[src/rtl/npu_pkg.sv]
// rtl/npu_pkg.sv - shared constants, state enum and helpers for npu_wb_array
package npu_pkg;

  // Region offsets inside the 1 KB window (byte offset = wb_adr_i[9:0])
  localparam logic [9:0] REG_CTRL = 10'h000;
  localparam logic [9:0] REG_W    = 10'h100;
  localparam logic [9:0] REG_IN   = 10'h200;
  localparam logic [9:0] REG_OUT  = 10'h300;

  // CTRL write bits
  localparam int CTRL_START = 0;
  localparam int CTRL_CLEAR = 1;

  // STATUS read bits
  localparam int ST_BUSY   = 0;
  localparam int ST_DONE   = 1;
  localparam int ST_FULL   = 2;
  localparam int ST_EMPTY  = 3;
  localparam int ST_OVF    = 4;
  localparam int ST_IN_OVF = 5;

  typedef enum logic [1:0] {IDLE, RUN, DRAIN, DONE} state_t;

  function automatic int clog2(input int value);
    int r;
    r = 0;
    while ((1 << r) < value) r++;
    return r;
  endfunction

endpackage

[src/rtl/npu_pe_p.sv]
// rtl/npu_pe_p.sv - weight-stationary signed MAC processing element
// Ports:
//   i_clk, i_rst      clock, synchronous active-high reset
//   i_left, i_w       activation from the left, stationary weight
//   i_up              partial sum from the PE above
//   o_right, o_down   registered activation / partial sum outputs
module npu_pe_p #(
  parameter int IW    = 8,
  parameter int ACC_W = 18
) (
  input  logic                    i_clk,
  input  logic                    i_rst,
  input  logic signed [IW-1:0]    i_left,
  input  logic signed [IW-1:0]    i_w,
  input  logic signed [ACC_W-1:0] i_up,
  output logic signed [IW-1:0]    o_right,
  output logic signed [ACC_W-1:0] o_down
);

  logic signed [2*IW-1:0]  w_prod;
  logic signed [IW-1:0]    r_right;
  logic signed [ACC_W-1:0] r_down;

  assign w_prod = i_left * i_w;

  // Product is sign-extended to ACC_W; the sum wraps, no saturation
  always_ff @(posedge i_clk) begin
    if (i_rst) begin
      r_right <= '0;
      r_down  <= '0;
    end else begin
      r_right <= i_left;
      r_down  <= i_up + ACC_W'(w_prod);
    end
  end

  assign o_right = r_right;
  assign o_down  = r_down;

endmodule

[src/rtl/npu_wb_array.sv]
// rtl/npu_wb_array.sv - N x N systolic MAC array on a Wishbone slave
// Ports:
//   wb_clk_i, wb_rst_i   single clock, synchronous active-high reset
//   wb_stb_i, wb_cyc_i   bus strobe / cycle
//   wb_we_i, wb_sel_i    write enable, byte select (ignored)
//   wb_adr_i, wb_dat_i   byte address, write data
//   wb_ack_o, wb_dat_o   one-cycle ack, registered read data
module npu_wb_array
  import npu_pkg::*;
#(
  parameter logic [31:0] BASE_ADDR  = 32'h3000_0000,
  parameter int          N          = 3,
  parameter int          IW         = 8,
  parameter int          ACC_W      = 18,
  parameter int          FIFO_DEPTH = 16,
  parameter int          OUT_ROWS   = 16
) (
  input  logic        wb_clk_i,
  input  logic        wb_rst_i,
  input  logic        wb_stb_i,
  input  logic        wb_cyc_i,
  input  logic        wb_we_i,
  input  logic [3:0]  wb_sel_i,
  input  logic [31:0] wb_dat_i,
  input  logic [31:0] wb_adr_i,
  output logic        wb_ack_o,
  output logic [31:0] wb_dat_o
);

  localparam int VW  = N * IW;
  localparam int FAW = clog2(FIFO_DEPTH);
  localparam int FCW = FAW + 1;
  localparam int OCW = clog2(OUT_ROWS + 1);
  localparam int PL  = 2 * N;
  localparam int IFW = clog2(PL + 1);

  logic                    r_ack;
  logic [31:0]             r_dat;
  state_t                  r_state;
  logic [FAW-1:0]          r_wp, r_rp;
  logic [FCW-1:0]          r_fcnt;
  logic [OCW-1:0]          r_oc;
  logic [IFW-1:0]          r_infl;
  logic                    r_done, r_ovf, r_in_ovf;
  logic [PL-1:0]           r_vp;
  logic [VW-1:0]           r_fifo [FIFO_DEPTH];
  logic signed [IW-1:0]    r_w [N*N];
  logic signed [ACC_W-1:0] r_obuf [OUT_ROWS][N];

  logic [9:0]              w_off;
  logic                    w_req, w_wr, w_rd;
  logic                    w_sel_ctrl, w_sel_in, w_sel_w, w_sel_out;
  logic                    w_busy, w_start, w_clear;
  logic                    w_fempty, w_ffull, w_pop, w_push, w_push_ok, w_out_v;
  logic [VW-1:0]           w_head;
  logic signed [ACC_W-1:0] w_res;
  logic [31:0]             w_status, w_rdata;
  logic                    w_unused;

  // ---------------------------------------------------------------- decode
  assign w_off      = wb_adr_i[9:0];
  assign w_req      = wb_stb_i & wb_cyc_i & (wb_adr_i[31:10] == BASE_ADDR[31:10]) & ~r_ack;
  assign w_wr       = w_req & wb_we_i;
  assign w_rd       = w_req & ~wb_we_i;
  assign w_sel_ctrl = (w_off == REG_CTRL);
  assign w_sel_in   = (w_off == REG_IN);
  assign w_sel_w    = (w_off[9:8] == REG_W[9:8]);
  assign w_sel_out  = (w_off[9:8] == REG_OUT[9:8]);
  assign w_unused   = ^{wb_sel_i, wb_dat_i, w_off[1:0]};

  // ---------------------------------------------------------------- control
  assign w_busy    = (r_state == RUN) || (r_state == DRAIN);
  assign w_clear   = w_wr & w_sel_ctrl & (r_state == IDLE) & wb_dat_i[CTRL_CLEAR];
  assign w_start   = w_wr & w_sel_ctrl & (r_state == IDLE) & wb_dat_i[CTRL_START];
  assign w_fempty  = (r_fcnt == '0);
  assign w_ffull   = (r_fcnt == FCW'(FIFO_DEPTH));
  assign w_pop     = (r_state == RUN) & ~w_fempty;
  assign w_push    = w_wr & w_sel_in;
  // A pop in the same cycle frees a slot, so a push on a full FIFO still lands
  assign w_push_ok = w_push & (~w_ffull | w_pop);
  assign w_out_v   = r_vp[PL-1];
  assign w_head    = r_fifo[r_rp];

  always_ff @(posedge wb_clk_i) begin
    if (wb_rst_i) begin
      r_state  <= IDLE;
      r_wp     <= '0;
      r_rp     <= '0;
      r_fcnt   <= '0;
      r_oc     <= '0;
      r_infl   <= '0;
      r_done   <= 1'b0;
      r_ovf    <= 1'b0;
      r_in_ovf <= 1'b0;
      r_vp     <= '0;
    end else begin
      if (w_clear) begin
        r_wp   <= '0;
        r_rp   <= '0;
        r_fcnt <= '0;
      end else begin
        if (w_push_ok) r_wp <= r_wp + 1'b1;
        if (w_pop)     r_rp <= r_rp + 1'b1;
        r_fcnt <= r_fcnt + FCW'(w_push_ok) - FCW'(w_pop);
      end
      if (w_push && !w_push_ok) r_in_ovf <= 1'b1;

      r_vp   <= {r_vp[PL-2:0], w_pop};
      r_infl <= r_infl + IFW'(w_pop) - IFW'(w_out_v);
      if (w_out_v) begin
        if (r_oc < OCW'(OUT_ROWS)) r_oc <= r_oc + 1'b1;
        else                       r_ovf <= 1'b1;
      end

      case (r_state)
        IDLE:  if (w_start) r_state <= (w_clear || w_fempty) ? DRAIN : RUN;
        RUN:   if (w_fempty) r_state <= DRAIN;
        DRAIN: if (r_infl == '0) begin
                 r_state <= DONE;
                 r_done  <= 1'b1;
               end
        default: r_state <= IDLE;
      endcase

      // CLEAR is applied before START when both bits are written together
      if (w_clear) begin
        r_oc     <= '0;
        r_done   <= 1'b0;
        r_ovf    <= 1'b0;
        r_in_ovf <= 1'b0;
      end
      if (w_start) begin
        r_done <= 1'b0;
        r_ovf  <= 1'b0;
      end
    end
  end

  always_ff @(posedge wb_clk_i) begin
    if (w_push_ok) r_fifo[r_wp] <= wb_dat_i[VW-1:0];
  end

  // Weights only change outside RUN/DRAIN so a run sees a stable matrix
  always_ff @(posedge wb_clk_i) begin
    if (wb_rst_i) begin
      for (int k = 0; k < N*N; k++) r_w[k] <= '0;
    end else if (w_wr && w_sel_w && !w_busy) begin
      for (int k = 0; k < N*N; k++)
        if (w_off[7:2] == 6'(k)) r_w[k] <= $signed(wb_dat_i[IW-1:0]);
    end
  end

  // ---------------------------------------------------------------- array
  logic signed [IW-1:0]    w_h [N][N+1];
  logic signed [ACC_W-1:0] w_v [N+1][N];
  logic signed [ACC_W-1:0] w_col [N];

  genvar gi, gj;
  generate
    for (gi = 0; gi < N; gi++) begin : g_row
      // Lane gi enters row gi after gi extra cycles of skew
      logic signed [IW-1:0] r_sk [0:gi];
      logic                 w_unused_right;
      always_ff @(posedge wb_clk_i) begin
        if (wb_rst_i) begin
          for (int d = 0; d <= gi; d++) r_sk[d] <= '0;
        end else begin
          r_sk[0] <= w_pop ? $signed(w_head[gi*IW +: IW]) : '0;
          for (int d = 1; d <= gi; d++) r_sk[d] <= r_sk[d-1];
        end
      end
      assign w_h[gi][0]     = r_sk[gi];
      assign w_unused_right = ^w_h[gi][N];

      for (gj = 0; gj < N; gj++) begin : g_col
        npu_pe_p #(.IW(IW), .ACC_W(ACC_W)) u_pe (
          .i_clk   (wb_clk_i),
          .i_rst   (wb_rst_i),
          .i_left  (w_h[gi][gj]),
          .i_w     (r_w[gi*N + gj]),
          .i_up    (w_v[gi][gj]),
          .o_right (w_h[gi][gj+1]),
          .o_down  (w_v[gi+1][gj])
        );
      end
    end

    for (gj = 0; gj < N; gj++) begin : g_dsk
      assign w_v[0][gj] = '0;
      // Column gj is delayed N-1-gj cycles so the whole row lines up
      if (gj == N-1) begin : g_last
        assign w_col[gj] = w_v[N][gj];
      end else begin : g_dly
        logic signed [ACC_W-1:0] r_dk [0:N-2-gj];
        always_ff @(posedge wb_clk_i) begin
          if (wb_rst_i) begin
            for (int d = 0; d <= N-2-gj; d++) r_dk[d] <= '0;
          end else begin
            r_dk[0] <= w_v[N][gj];
            for (int d = 1; d <= N-2-gj; d++) r_dk[d] <= r_dk[d-1];
          end
        end
        assign w_col[gj] = r_dk[N-2-gj];
      end
    end
  endgenerate

  always_ff @(posedge wb_clk_i) begin
    if (!wb_rst_i && w_out_v && r_oc < OCW'(OUT_ROWS)) begin
      for (int r = 0; r < OUT_ROWS; r++)
        if (r_oc == OCW'(r))
          for (int c = 0; c < N; c++) r_obuf[r][c] <= w_col[c];
    end
  end

  // ---------------------------------------------------------------- read path
  always_comb begin
    w_res = '0;
    for (int r = 0; r < OUT_ROWS; r++)
      for (int c = 0; c < N; c++)
        if (w_off[7:4] == 4'(r) && w_off[3:2] == 2'(c)) w_res = r_obuf[r][c];
  end

  always_comb begin
    w_status            = '0;
    w_status[ST_BUSY]   = w_busy;
    w_status[ST_DONE]   = r_done;
    w_status[ST_FULL]   = w_ffull;
    w_status[ST_EMPTY]  = w_fempty;
    w_status[ST_OVF]    = r_ovf;
    w_status[ST_IN_OVF] = r_in_ovf;
    w_status[15:8]      = 8'(r_oc);
    w_status[23:16]     = 8'(r_fcnt);
  end

  // Rows at or above out_count read as 0, including a row being written now
  always_comb begin
    w_rdata = '0;
    if (w_sel_ctrl)
      w_rdata = w_status;
    else if (w_sel_out && int'(w_off[7:4]) < int'(r_oc) && int'(w_off[3:2]) < N)
      w_rdata = 32'(w_res);
  end

  always_ff @(posedge wb_clk_i) begin
    if (wb_rst_i) begin
      r_ack <= 1'b0;
      r_dat <= '0;
    end else begin
      r_ack <= w_req;
      r_dat <= w_rd ? w_rdata : '0;
    end
  end

  assign wb_ack_o = r_ack;
  assign wb_dat_o = r_dat;

endmodule

[config.mk]
export PLATFORM = sky130hd
export DESIGN_NAME = npu_wb_array
export DESIGN_NICKNAME = d
export VERILOG_FILES = /design/src/rtl/npu_pkg.sv /design/src/rtl/npu_pe_p.sv /design/src/rtl/npu_wb_array.sv
export SDC_FILE = /design/constraint.sdc
export NUM_CORES = 2
export LEC_CHECK = 0
export CAP_MARGIN = 20
export CORE_MARGIN = 10
export CORE_UTILIZATION = 30
export DETAILED_ROUTE_END_ITERATION = 8
export SYNTH_ARGS = -nofsm -noshare
export SYNTH_HDL_FRONTEND = slang
export SYNTH_SLANG_ARGS = --single-unit
[constraint.sdc]
create_clock -name wb_clk_i -period 13.02 [get_ports wb_clk_i]
set_clock_uncertainty 0.2 [all_clocks]
set_input_delay 1.302 -clock wb_clk_i [delete_from_list [all_inputs] [get_ports wb_clk_i]]
set_output_delay 1.302 -clock wb_clk_i [all_outputs]
set_load 0.1 [all_outputs]
; ---- Word level (Yosys, flattened, before mapping)
; Memory sizes are Yosys's and may differ from the RTL's. A register that Yosys moved wholly into a read port is not among the register bits.
; Cells that the tools add are included.
[word_totals]
register_bits = 259
mem_bits_rw = 1422
output_inout_bits = 33
n_memories = 8
[op_classes]
addsub = 13
n_mul = 9
magnitude_cmp = 3
n_eq_ne = 50
n_mux = 214
bitwise = 36
n_reduce_logical = 93
[mem_list]
columns = memory, words, width, read_ports, rd_clocked_by_memory_dff, write_ports, line
row1 = r_obuf, 16, 54, 16, 0, 1, npu_wb_array.sv:48  ; logic signed [ACC_W-1:0] r_obuf [OUT_ROWS][N];
row2 = r_fifo, 16, 24, 1, 1, 1, npu_wb_array.sv:46  ; logic [VW-1:0] r_fifo [FIFO_DEPTH];
row3 = r_w, 9, 8, 9, 0, 9, npu_wb_array.sv:47  ; logic signed [IW-1:0] r_w [N*N];
row4 = g_dsk[0].g_dly.r_dk, 2, 18, 2, 0, 2, npu_wb_array.sv:194  ; logic signed [ACC_W-1:0] r_dk [0:N-2-gj];
row5 = g_row[2].r_sk, 3, 8, 3, 0, 3, npu_wb_array.sv:162  ; logic signed [IW-1:0] r_sk [0:gi];
row6 = g_dsk[1].g_dly.r_dk, 1, 18, 1, 0, 1, npu_wb_array.sv:194
row7 = 2 more memories, n/a, n/a, n/a, n/a, n/a, n/a
[op_table]
columns = cell, count
row1 = $mux W18, 51
row2 = $mux W54, 15
row3 = $reduce_or A54 Y1, 15
row4 = $mul A8 B8 Y16, 9
row5 = $mux W8, 18
row6 = $mux W1, 106
row7 = $mux W4, 17
row8 = $logic_and A1 B1 Y1, 55
row9 = $add A18 B16 Y18, 3
row10 = $add A16 B16 Y17, 3
row11 = $mux W21, 2
row12 = $eq A5 B4 Y1 const B, 8
row13 = $eq A4 B4 Y1 const B, 8
row14 = $eq A6 B3 Y1 const B, 4
row15 = $eq A22 B20 Y1 const B, 1
row16 = $eq A5 B3 Y1 const B, 4
row17 = $reduce_or A18 Y1, 1
row18 = $or A1 B1 Y1, 17
row19 = $eq A4 B3 Y1 const B, 4
row20 = $and A1 B1 Y1, 12
row21 = $eq A6 B2 Y1 const B, 2
row22 = $eq A10 B10 Y1 const B, 1
row23 = $eq A5 B2 Y1 const B, 2
row24 = $logic_not A10 Y1, 1
row25 = other kinds (35), 59

; ---- Longest topological paths before layout
[logic_depth]
word_depth = 52
ltp_mapped = 21
depth_no_buf = 21

; ---- Modules after synthesis
; Synthesis repeated with hierarchy kept, for this count alone.
[unflattened]
hier_cells = 6922
area_unflattened_um2 = 91113.6
[by_module_without_submodules]
columns = mod, n_inst, cells_each, area_each_um2
row1 = npu_wb_array, 1, 3353, 55844.8
row2 = npu_pe_p at g_row[1].g_col[0].u_pe ..., 5, 401, 3941.3
row3 = npu_pe_p at g_row[0].g_col[1].u_pe ..., 2, 387, 3875.0
row4 = npu_pe_p at g_row[0].g_col[0].u_pe, 1, 399, 3936.3
row5 = npu_pe_p at g_row[1].g_col[2].u_pe, 1, 391, 3876.2

; ---- Worst setup path before layout
; No wires, ideal clock.
[synth_path]
path_kind = input-to-reg
from = in wb_rst_i
to = mem r_obuf[0][0] (netlist name), enable pin
setup_ps = 532
arrival_ps = 5530
t_required_ps = 12288
slack_ps = 6758
stages = 4
path_cell_list = clkbuf_1 nor2b_1 nand2_1 nor3_1
[synth_between]
elab_chain_len = 21
[synth_rtl]
columns = item, line
row1 = "start, declared", npu_wb_array.sv:19  ; input logic wb_rst_i,
row2 = $logic_not A1 Y1 *, npu_wb_array.sv:209  ; if (!wb_rst_i && w_out_v && r_oc < OCW'(OUT_ROWS)) begin
row3 = $logic_and A1 B1 Y1 * (2 in a row), npu_wb_array.sv:209
row4 = $mux W1, npu_wb_array.sv:209
row5 = $mux W1 (implied by the code), npu_wb_array.sv:212  ; for (int c = 0; c < N; c++) r_obuf[r][c] <= w_col[c];
row6 = $reduce_or A54 Y1 (no line), n/a
row7 = $mux W4 (no line) or $mux W1 (tied branches) (15 in a row), n/a
row8 = "end, declared", npu_wb_array.sv:48
; Every way passes the cells marked *; elsewhere a longest branch is shown, timed or not.

==> impl_metrics.ini <==
[run_status]
status = complete, no violations

[logic_synthesis]
sequential_element_share_of_the_synthesized_area_pct = 54.3
syn_area_um2 = 86400
synth-warning-count = 0
netlist-cell-type-count = 83
synth_fa_ha_area_share_pct = 19.8
synth_async_sr_flop_share_pct = 0
yosys.area_share.simple_pct = 9.41
synth-compound-area-share_pct = 6.99
main_combinational_cell_family_by_area_after_synthesis = adder cells
synthFlopType = sky130_fd_sc_hd__edfxtp_1
synthMuxAreaShare_pct = 3.15
syn_avg_cell_area_um2 = 13.2
count_of_flip_flops_with_a_built_in_enable_after_synthesis = 1320
ys_seq_elements = 1682
syn_inst = 6527
synth-xor-area-share_pct = 1.68
synthesized_nets = 7589

[worst_setup_path]
worst-endpoint-required_ns = 13.49
crit_path_top_delay_cell = sky130_fd_sc_hd__fa_1
ff2ff_setup_slack_ns = 7.03
timing.setup.critical_path_class = reg2reg
critical_path_source = r_w[0][56]
crit_path_max_incr_delay_ns = 0.56
critical_path.reg2reg.startpoint = r_w[0][56]
timing.critical_path.cells = nand2_1, inv_1, fa_1, fa_1, fa_1, fa_1, fa_1, ha_1, a2111oi_0, nor3_1, a41o_1, o41ai_1, o21ai_0, xnor2_1, nor2_1
ff2ff_path_depth = 15
critical_path_peak_fanout = 10
reg2reg_to = g_row[2].g_col[1].u_pe.o_down[17]
timing.critical_path.to_type = flop
timing.critical_path.mode_cell = sky130_fd_sc_hd__fa_1
timing.critical_path.arrival_ns = 6.46
crit_path_end = g_row[2].g_col[1].u_pe.o_down[17]
critPathLaunchType = flop

[layout]
layout.cells.non_filler = 10594
fillers = 27905
layout_overhead_on_the_synthesized_area_pct = 13.6
design.final.nets = 7715
drive_above_1_share_pct = 8.36
final_util_pct = 34.2
sequential_standard_cell_area_um2 = 46900
multi_input_area_um2 = 35800

[drt]
wire_per_inst_um = 21.4
drt_drc_violations_left = 0
route.antenna.remaining_nets = 0
drt_total_wl_mm = 227
via_count = 52417
drt-initial-drc-count = 4958
drt_pre_antenna_iters = 7
via_per_inst = 4.95

[die]
initial_utilization_pct = 30.1
horizontal_die_dimension_um = 557
die_area_um2 = 310000
placementRows = 197
placeableCoreArea_um2 = 287000
ios = 106
die_h_um = 557

[pwr]
power_dens_cells_nw_per_um2 = 128
cellLeakagePower_nw = 37.1
worst_ir_drop_vdd_mv = 0.139

[place]
placed_wire_length_estimate_after_detailed_placement_mm = 151
preCtsSetupSlack_ns = 7.05
post-place-cells = 10258
io_buffer_count = 93
globalplace.congestion = 0.846

[clock_tree]
postCtsResizedCells = 0
holdBufCountCts = 0
cts.sinks = 1682
worst_skew_pair.late_latency_ns = 0.85
max-clock-path-buffers = 3
clkTransAtPathRegs_ns = 0.06
post-cts-setup-buffers = 0
tritoncts = done
cts-htree-levels = 4
cts_root_buf = sky130_fd_sc_hd__clkbuf_16
cts_buffers = 173

[global_route]
gr-total-overflow = 0
grt_start_max_net_pins = 92
grt_most_used_layer = met2
first_global_vias = 55392
grt.met3_usage_pct = 2.59
antenna_found_initial = 21
globalRouteMet2Util_pct = 24.7
grtUsageMet1_pct = 18.7
globalRouteTotalUtil_pct = 14.5
first_pass_grt_wire_length_mm = 346

[sta]
slew_viol_final = 0
rsz_0062_raised_after_global_routing = false
timing.max_slew.rel_slack_pct = 21.5
timing.setup.tns_ns = 0
post-route-period-util_pct = 46.0
worst-slew-pin-transition_ns = 1.18
final_critical_path_setup_slack_ns = 7.03
final_period_minus_worst_setup_slack_ns = 5.99
finalHoldViolCount = 0
fmaxAchievable_ghz = 0.167
whs_ns = 0.193
setup-violations-final = 0

[flow_run]
max_cap_violations = 0

[hold_path]
worst_hold_path_type = reg2reg
min_delay_path_depth = 1
[power breakdown]
part	internal, W	total [W]	switching, W	leakage [nW]
registers	0.00594	0.00612	0.000188	15.5
clock network	0.00295	0.00514	0.00219	2.88
logic	0.000585	0.00135	0.000768	18.7
total	0.00947	0.0126	0.00314	37.1
[worst max-delay path: cells and delay by family, from the launching register on]
family          cells  cell delay (ns)
compound gates      4             1.30
simple gates        3             0.73
fa+ha+maj           6             2.77
xor+xnor            1             0.19
flops               1             0.53
buf+inv             1             0.12
[how the worst min path moves through the flow]
stage                                                start                         end  slack, ns
after global routing      g_row[2].g_col[0].u_pe.o_down[8]   g_dsk[0].g_dly.r_dk[0][8]       0.24
after CTS                 g_row[2].g_col[0].u_pe.o_down[8]   g_dsk[0].g_dly.r_dk[0][8]       0.21
after detailed placement        g_dsk[0].g_dly.r_dk[0][11]  g_dsk[0].g_dly.r_dk[0][29]       0.22
after floorplan           g_row[2].g_col[0].u_pe.o_down[0]   g_dsk[0].g_dly.r_dk[0][0]       0.21
final                     g_row[2].g_col[0].u_pe.o_down[8]   g_dsk[0].g_dly.r_dk[0][8]       0.19
after global placement    g_row[2].g_col[0].u_pe.o_down[8]   g_dsk[0].g_dly.r_dk[0][8]       0.22
[cell families (layout without fill, tap and decap cells)]
| group | count (synthesis) | count (layout) |
|---|---|---|
| and+or+nand+nor | 1592 | 1592 |
| AOI/OAI and AO/OA | 891 | 891 |
| buffers and inverters | 1056 | 1333 |
| DFF | 1682 | 1682 |
| other | 0 | 9 |
| xor gates and xnor gates | 166 | 166 |
| muxes | 151 | 151 |
| adders and majority gates | 989 | 989 |
[metal layers]
metal	routed length, µm	vias to the layer above
li1	-	22947
met1	91700	27002
met2	110000	2071
met3	18100	391
met4	6980	6
met5	32	-
[synth_stat cells (13+ instances only)]
cell	number	share of area, %
sky130_fd_sc_hd__nor2b_1	235	1.7
sky130_fd_sc_hd__nor4_1	13	0.094
sky130_fd_sc_hd__a21o_1	53	0.46
sky130_fd_sc_hd__a2111oi_0	16	0.16
sky130_fd_sc_hd__buf_1	28	0.12
sky130_fd_sc_hd__a211oi_1	62	0.54
sky130_fd_sc_hd__mux2i_1	46	0.53
sky130_fd_sc_hd__nand4_1	25	0.18
sky130_fd_sc_hd__a21oi_1	182	1.1
sky130_fd_sc_hd__a22oi_1	154	1.3
sky130_fd_sc_hd__a22o_1	17	0.17
sky130_fd_sc_hd__o221ai_1	18	0.18
sky130_fd_sc_hd__clkbuf_1	189	0.82
sky130_fd_sc_hd__fa_1	635	15
sky130_fd_sc_hd__nor3_1	59	0.34
sky130_fd_sc_hd__and2_1	280	2.0
sky130_fd_sc_hd__xor2_1	64	0.65
sky130_fd_sc_hd__o21a_1	19	0.17
sky130_fd_sc_hd__nand2b_1	78	0.56
sky130_fd_sc_hd__nand2_1	425	1.8
sky130_fd_sc_hd__nand3_1	67	0.39
sky130_fd_sc_hd__inv_1	803	3.5
sky130_fd_sc_hd__dfxtp_1	362	8.4
sky130_fd_sc_hd__and3_1	20	0.14
sky130_fd_sc_hd__a222oi_1	16	0.19
sky130_fd_sc_hd__o21ai_0	152	0.88
sky130_fd_sc_hd__buf_2	24	0.14
sky130_fd_sc_hd__xnor2_1	102	1.0
sky130_fd_sc_hd__nor2_1	319	1.4
sky130_fd_sc_hd__a221oi_1	35	0.35
sky130_fd_sc_hd__o22ai_1	45	0.33
sky130_fd_sc_hd__mux4_2	96	2.5
sky130_fd_sc_hd__edfxtp_1	1320	46
sky130_fd_sc_hd__a31oi_1	26	0.19
sky130_fd_sc_hd__ha_1	354	5.1
[through the flow]
step,total power [W],cell area (µm²)
final,0.0126,98200
after global routing,0.0131,98200
after CTS,0.0127,98200
after detailed placement,0.00761,92200
after global placement,0.00759,92200
after floorplan,0.00715,86400
[state kept, by name, indices dropped and copies added (netlist names), 2 cells and up, named ones only]
name	count
g_dsk.g_dly.r_dk	54
g_row.g_col.u_pe.o_down	153
g_row.g_col.u_pe.o_right	48
g_row.r_sk	48
r_fcnt	5
r_fifo	384
r_infl	3
r_obuf	864
r_oc	5
r_rp	4
r_state	2
r_vp	6
r_w	72
r_wp	4
wb_dat_o	22
[placed cells by master (no fill, tap or decap), drive strengths merged, types with 67 or more instances in the layout]
cell,count
a21oi,182
buf,117
nand3,67
dfxtp,362
inv,807
nand2b,78
clkbuf,238
nand2,425
clkdlybuf4s50,86
a22oi,154
xnor2,102
nor2,322
mux4,96
o21ai,153
and2,280
ha,354
edfxtp,1320
nor2b,235
fa,635
[area by class of cell]
type / instances / share of cell area, %
well taps: 3781 / 4.82
inverters: 803 / 3.07
multi-input cells: 3789 / 36.5
diodes: 9 / 0.0229
clock inverters: 89 / 1.24
clock buffers: 237 / 4.84
repair buffers: 204 / 1.80
flip-flops and latches: 1682 / 47.8
Note: power is estimated with default switching activity, not from simulation.
